<file path="src/rtl/conv_frame_bridge.sv">
// conv_frame_bridge
//
// Stream front/back end for the NxN Sobel convolution engine.
// A frame of N*N pixels arrives on a valid/ready stream. It is packed into the
// engine's flattened input matrix, and the engine is kicked with a one-cycle
// start. The bridge then waits for a fresh rising edge of done, captures the
// result matrix and replays it as N*N bytes on a valid/ready output stream.
//
// Optional build macro: CONV_BRIDGE_TIMEOUT_EN
//   When defined, a watchdog aborts WAIT after TIMEOUT cycles without a done
//   edge. It pulses err_timeout and returns to LOAD without producing output.
//   When undefined, WAIT is unbounded and err_timeout is constant 0.
//
// Ports:
//   clk, rst        clock, asynchronous active-high reset
//   s_valid/s_ready pixel input handshake; s_data pixel, s_last end marker
//   conv_in         packed matrix to the engine, pixel k at [k*W +: W]
//   conv_start      one-cycle start pulse to the engine
//   conv_out        engine result matrix, same packing as conv_in
//   conv_done       engine done level
//   m_valid/m_ready byte output handshake; m_data byte, m_last final byte
//   busy            high in KICK, WAIT and DRAIN
//   err_len         one-cycle pulse when s_last disagrees with the pixel count
//   err_timeout     one-cycle pulse on watchdog expiry
module conv_frame_bridge #(
    parameter int N       = 9,
    parameter int W       = 8,
    parameter int TIMEOUT = 1024
) (
    input  logic               clk,
    input  logic               rst,
    input  logic               s_valid,
    input  logic [W-1:0]       s_data,
    input  logic               s_last,
    output logic               s_ready,
    output logic [N*N*W-1:0]   conv_in,
    output logic               conv_start,
    input  logic [N*N*W-1:0]   conv_out,
    input  logic               conv_done,
    output logic               m_valid,
    output logic [W-1:0]       m_data,
    output logic               m_last,
    input  logic               m_ready,
    output logic               busy,
    output logic               err_len,
    output logic               err_timeout
);

    localparam int         NP       = N * N;
    localparam logic [6:0] LAST_IDX = 7'(NP - 1);

    typedef enum logic [1:0] {ST_LOAD, ST_KICK, ST_WAIT, ST_DRAIN} state_t;

    state_t     state_reg;
    logic [6:0] idx_reg;
    logic [6:0] idx_inc;
    logic       s_ready_reg;
    logic       conv_start_reg;
    logic       m_valid_reg;
    logic       m_last_reg;
    logic [W-1:0] m_data_reg;
    logic       busy_reg;
    logic       err_len_reg;
    logic       err_timeout_reg;
    logic       done_q_reg;

    logic [W-1:0] in_mem  [NP];
    logic [W-1:0] res_mem [NP];

    logic s_hs;
    logic m_hs;
    logic done_edge;
    logic wd_expire;

    assign s_hs      = (state_reg == ST_LOAD) && s_valid && s_ready_reg;
    assign m_hs      = (state_reg == ST_DRAIN) && m_valid_reg && m_ready;
    // Only a fresh rise counts: a done level left over from the previous
    // frame must fall and rise again before it is accepted.
    assign done_edge = conv_done && !done_q_reg;
    assign idx_inc   = idx_reg + 7'd1;

    // Per-pixel input and result storage. Input slots are only written in
    // LOAD, so conv_in stays stable from KICK until the next frame loads.
    genvar gi;
    generate
        for (gi = 0; gi < NP; gi++) begin : g_pix
            always_ff @(posedge clk or posedge rst) begin
                if (rst) begin
                    in_mem[gi] <= '0;
                end else if (s_hs && (idx_reg == 7'(gi))) begin
                    in_mem[gi] <= s_data;
                end
            end

            always_ff @(posedge clk) begin
                if ((state_reg == ST_WAIT) && done_edge) begin
                    res_mem[gi] <= conv_out[gi*W +: W];
                end
            end

            assign conv_in[gi*W +: W] = in_mem[gi];
        end
    endgenerate

    always_ff @(posedge clk or posedge rst) begin
        if (rst) begin
            done_q_reg <= 1'b0;
        end else begin
            done_q_reg <= conv_done;
        end
    end

`ifdef CONV_BRIDGE_TIMEOUT_EN
    localparam int WDW = $clog2(TIMEOUT + 1);

    logic [WDW-1:0] wd_reg;

    // Cleared while in KICK so the count starts from zero on WAIT entry.
    always_ff @(posedge clk or posedge rst) begin
        if (rst) begin
            wd_reg <= '0;
        end else if (state_reg == ST_KICK) begin
            wd_reg <= '0;
        end else if (state_reg == ST_WAIT) begin
            wd_reg <= wd_reg + WDW'(1);
        end
    end

    assign wd_expire = (wd_reg == WDW'(TIMEOUT - 1));
`else
    logic unused_timeout;
    assign unused_timeout = ^TIMEOUT;
    assign wd_expire      = 1'b0;
`endif

    always_ff @(posedge clk or posedge rst) begin
        if (rst) begin
            state_reg       <= ST_LOAD;
            idx_reg         <= '0;
            s_ready_reg     <= 1'b0;
            conv_start_reg  <= 1'b0;
            m_valid_reg     <= 1'b0;
            m_last_reg      <= 1'b0;
            m_data_reg      <= '0;
            busy_reg        <= 1'b0;
            err_len_reg     <= 1'b0;
            err_timeout_reg <= 1'b0;
        end else begin
            conv_start_reg  <= 1'b0;
            err_len_reg     <= 1'b0;
            err_timeout_reg <= 1'b0;
            case (state_reg)
                ST_LOAD: begin
                    // Also raises s_ready on the first edge after reset.
                    s_ready_reg <= 1'b1;
                    if (s_hs) begin
                        // Frame length is fixed; s_last is only cross-checked.
                        err_len_reg <= s_last ^ (idx_reg == LAST_IDX);
                        if (idx_reg == LAST_IDX) begin
                            state_reg      <= ST_KICK;
                            idx_reg        <= '0;
                            s_ready_reg    <= 1'b0;
                            conv_start_reg <= 1'b1;
                            busy_reg       <= 1'b1;
                        end else begin
                            idx_reg <= idx_inc;
                        end
                    end
                end
                ST_KICK: begin
                    state_reg <= ST_WAIT;
                    idx_reg   <= '0;
                end
                ST_WAIT: begin
                    if (done_edge) begin
                        state_reg   <= ST_DRAIN;
                        idx_reg     <= '0;
                        m_valid_reg <= 1'b1;
                        // First byte comes straight from the engine since the
                        // buffer is being written on this same edge.
                        m_data_reg  <= conv_out[W-1:0];
                        m_last_reg  <= (LAST_IDX == 7'd0);
                    end else if (wd_expire) begin
                        err_timeout_reg <= 1'b1;
                        state_reg       <= ST_LOAD;
                        idx_reg         <= '0;
                        s_ready_reg     <= 1'b1;
                        busy_reg        <= 1'b0;
                    end
                end
                ST_DRAIN: begin
                    if (m_hs) begin
                        if (idx_reg == LAST_IDX) begin
                            state_reg   <= ST_LOAD;
                            idx_reg     <= '0;
                            m_valid_reg <= 1'b0;
                            m_last_reg  <= 1'b0;
                            busy_reg    <= 1'b0;
                            s_ready_reg <= 1'b1;
                        end else begin
                            // Prefetch the next byte so data tracks idx with
                            // no bubble; on a stall nothing here changes.
                            idx_reg    <= idx_inc;
                            m_data_reg <= res_mem[idx_inc];
                            m_last_reg <= (idx_inc == LAST_IDX);
                        end
                    end
                end
                default: begin
                    state_reg <= ST_LOAD;
                end
            endcase
        end
    end

    assign s_ready     = s_ready_reg;
    assign conv_start  = conv_start_reg;
    assign m_valid     = m_valid_reg;
    assign m_data      = m_data_reg;
    assign m_last      = m_last_reg;
    assign busy        = busy_reg;
    assign err_len     = err_len_reg;
    assign err_timeout = err_timeout_reg;

endmodule

</file>
<file path="config.mk">
export PLATFORM = sky130hd
export DESIGN_NAME = conv_frame_bridge
export DESIGN_NICKNAME = d
export VERILOG_FILES = /design/src/rtl/conv_frame_bridge.sv
export SDC_FILE = /design/constraint.sdc
export NUM_CORES = 2
export LEC_CHECK = 0
export CAP_MARGIN = 0
export CORE_AREA = 2 2 512 514
export CTS_CLUSTER_SIZE = 28
export DETAILED_ROUTE_END_ITERATION = 10
export DIE_AREA = 0 0 514 516
export GPL_ROUTABILITY_DRIVEN = 0
export GPL_TIMING_DRIVEN = 0
export HOLD_SLACK_MARGIN = 0.1
export PLACE_DENSITY_LB_ADDON = 0.2
export SYNTH_ARGS = -nofsm -noshare
export SYNTH_HDL_FRONTEND = slang
export SYNTH_SLANG_ARGS = --single-unit
</file>
<file path="constraint.sdc">
create_clock -name clk -period 43.2 [get_ports clk]
set_clock_uncertainty 0.05 [all_clocks]
set_input_delay 6.48 -clock clk [delete_from_list [all_inputs] [get_ports clk]]
set_output_delay 6.48 -clock clk [all_outputs]
set_load 0.03 [all_outputs]
</file>
==> flow_summary.ini <==
[run_status]
outcome = finished, final reports clean

[cts]
cts-root-buf = clkbuf_16
cts_hold_buffers = 0
cts_tree = built
cts_sinks = 1320
cts_buffer_depth = 3
h-tree-depth = 4
cts_setup_buffers = 0
cts_buffers = 160
clkTransAtPathRegs_ps = 60
ctsResizeCount = 0
worstSkewPairLatency_ps = 810

[synthesis]
synth_xor_area_frac = 0.00149
synth_simple_gate_area_frac = 0.0298
async_flop_share = 0.509
synth_cells = 2739
synth_area_leaders = edfxtp_1 38%, dfrtp_1 33%, mux2_2 14%
synth_area_sq_um = 51200
synthTopCellsByCount = 672 x dfrtp_1, 648 x edfxtp_1, 621 x mux2_2, 152 x mux4_2, 81 x clkbuf_1
synthMuxAreaShare = 0.217
synth-compound-area-share = 0.0241
synth-edff-count = 648
ys.flop_type = dfrtp_1
yosysUniqueCellTypes = 64
avgSynthCellArea_sq_um = 18.7
syn_nets = 3410
synth_area_leader_cell = edfxtp_1
synth-adder-area-share = 0.00220
synth.most_common_cell = dfrtp_1
ys_seq_area_frac = 0.709
ys_ff_latch = 1320
synth_top_family_by_area = multiplexers
yosysWarnings = 0
synth_top_area_share = 0.380

[setup_path]
worstPathCellList = clkdlybuf4s50_1, nand2b_1, nor2_4, buf_12, buf_12, buf_12, buf_12, buf_16, buf_12, buf_12, buf_12
start_kind = input port
crit_family = buffers and inverters
ff2ff_setup_slack_ps = 38280
cp_slowest_cell = nor2_4
crit_required_ps = 43620
path_max_fanout = 32
crit_arrival_ps = 9790
cp_num_buf_inv = 9
crit_path_end_kind = flop
cpMostUsedCell = buf_12
worstSetupPathType = input port to flop
critical_path.max_stage_delay_ps = 680

[global_route]
antenna_found_initial = 90
grt_pass1_vias = 33500
met1_usage = 0.181
grt_pass1_wl_mm = 309
busiest_layer = met2
grt.met3_usage = 0.0580
use_met2 = 0.331
grt_max_degree = 125
grt_overflow = 0
grt_usage = 0.173

[timing]
setup_viol = 0
hold_violations = 0
finalCritPeriodShare = 0.217
grt_setup_unrepaired = false
setup_ws_ps = 33830
tightest_slew_ps = 1360
slew_headroom = 0.0905
fin_setup_tns_ps = 0
slew_viol_final = 0
whs_ps = 436
min_period_ps = 9370
max_freq_mhz = 107

[die]
die_area_sq_um = 265000
start_util = 0.197
io_pins = 1325
core_area_sq_um = 259000
die_h_microns = 516
rows = 187
die_w_microns = 514

[route]
viasPerCell = 4.03
finalWirelength_mm = 236
num_vias = 31400
dr.first_iter.drc_count = 1725
post_drt_wl_per_cell_microns = 30.2
dr.pass1.iters = 5
drcViolationCount = 0
final_antenna_net_count = 0

[power_and_ir_drop]
ir_drop_mv = 0.0418
total_power_w = 0.00366
powerDensity_nw_per_um2 = 49.0
p_leak_nw = 28.9

[flow_run]
cap_viol_max_count = 0

[worst_hold_path]
hp-class = flop to flop

[placed_design]
place_area_sq_um = 69300
pre_cts_slack_ps = 33010
dp_hpwl_mm = 186
portBuffers = 1315

[finish]
areaGrowthSynthToFinish_pct = 45.8
nNetsFinal = 4916
final_cell_area_sq_um = 74700
drive_above_1_share = 0.280
where the power goes:
group | total, W | internal (W) | switching (W)
Clock | 0.00136 | 0.000783 | 0.000580
Sequential | 0.00144 | 0.00141 | 0.0000270
Combinational | 0.000860 | 0.000343 | 0.000517
Total | 0.00366 | 0.00254 | 0.00112
worst reg2reg max path: stages (launching register included):
cell	delay, ps
dfrtp_1	410
buf_4	250
inv_2	220
ha_1	370
buf_6	210
buf_2	370
buf_4	330
buf_2	380
mux4_2	440
o21ai_0	370
a31oi_1	390
a211oi_1	790
a31oi_1	170
layout make-up:
cell class / instances / area, sq um
antenna: 26 / 65.1
buffer: 155 / 808
clock buffer: 234 / 4600
clock inverter: 56 / 702
fill: 26000 / 185000
inverter: 10 / 45.0
multi-input combinational: 1254 / 14100
sequential: 1320 / 36300
tap: 3402 / 4260
timing repair buffer: 1344 / 13800
cell usage in the layout (no fill, tap or decap), drive strengths merged, types with 6 or more instances in the layout:
cell type,count
a211oi,9
a21oi,16
a22oi,24
a311o,8
a311oi,10
a31oi,25
a32oi,8
and2,7
buf,103
bufinv,6
clkbuf,315
clkdlybuf4s50,1315
clkinv,37
dfrtp,672
diode,26
edfxtp,648
ha,9
inv,18
mux2,649
mux2i,40
mux4,152
nand2,49
nand3,20
nor2,86
nor2b,14
nor3,6
o21ai,68
or3,13
logic make-up (layout without fill, tap and decap cells):
logic type / Yosys count / count (layout)
mux: 841 / 841
xor+xnor: 7 / 7
other cells: 1 / 27
flops: 1320 / 1320
compound gates: 187 / 187
simple gates: 209 / 209
fa+ha+maj: 9 / 9
buf+inv: 165 / 1799
worst paths after layout:
| kind | from | endpoint | cells past startpoint |
|---|---|---|---|
| max | conv_done | res_mem[37][0] | 11 |
| min | conv_in[427] | conv_in[427] | 1 |
| max reg2reg | idx_reg[0] | m_data[7] | 12 |
| min reg2reg | conv_in[427] | conv_in[427] | 1 |
| max in group asynchronous | rst | conv_in[424] | 5 |
| min in group asynchronous | rst | conv_in[489] | 2 |
routing by layer:
metal	up-vias	wire, microns	share of wire
li1	13600	-	-
met4	92	4650	0.020
met2	1132	128000	0.54
met5	-	591	0.0025
met1	16300	84000	0.36
met3	312	18300	0.077
per-stage QoR:
stage / util / cells
2_1_floorplan: - / 2739
5_1_grt: 0.288 / 7779
3_5_place_dp: 0.267 / 7485
4_1_cts: 0.288 / 7775
6_report: 0.288 / 7801
3_3_place_gp: 0.265 / 7456
(Power assumes the default switching activity.)
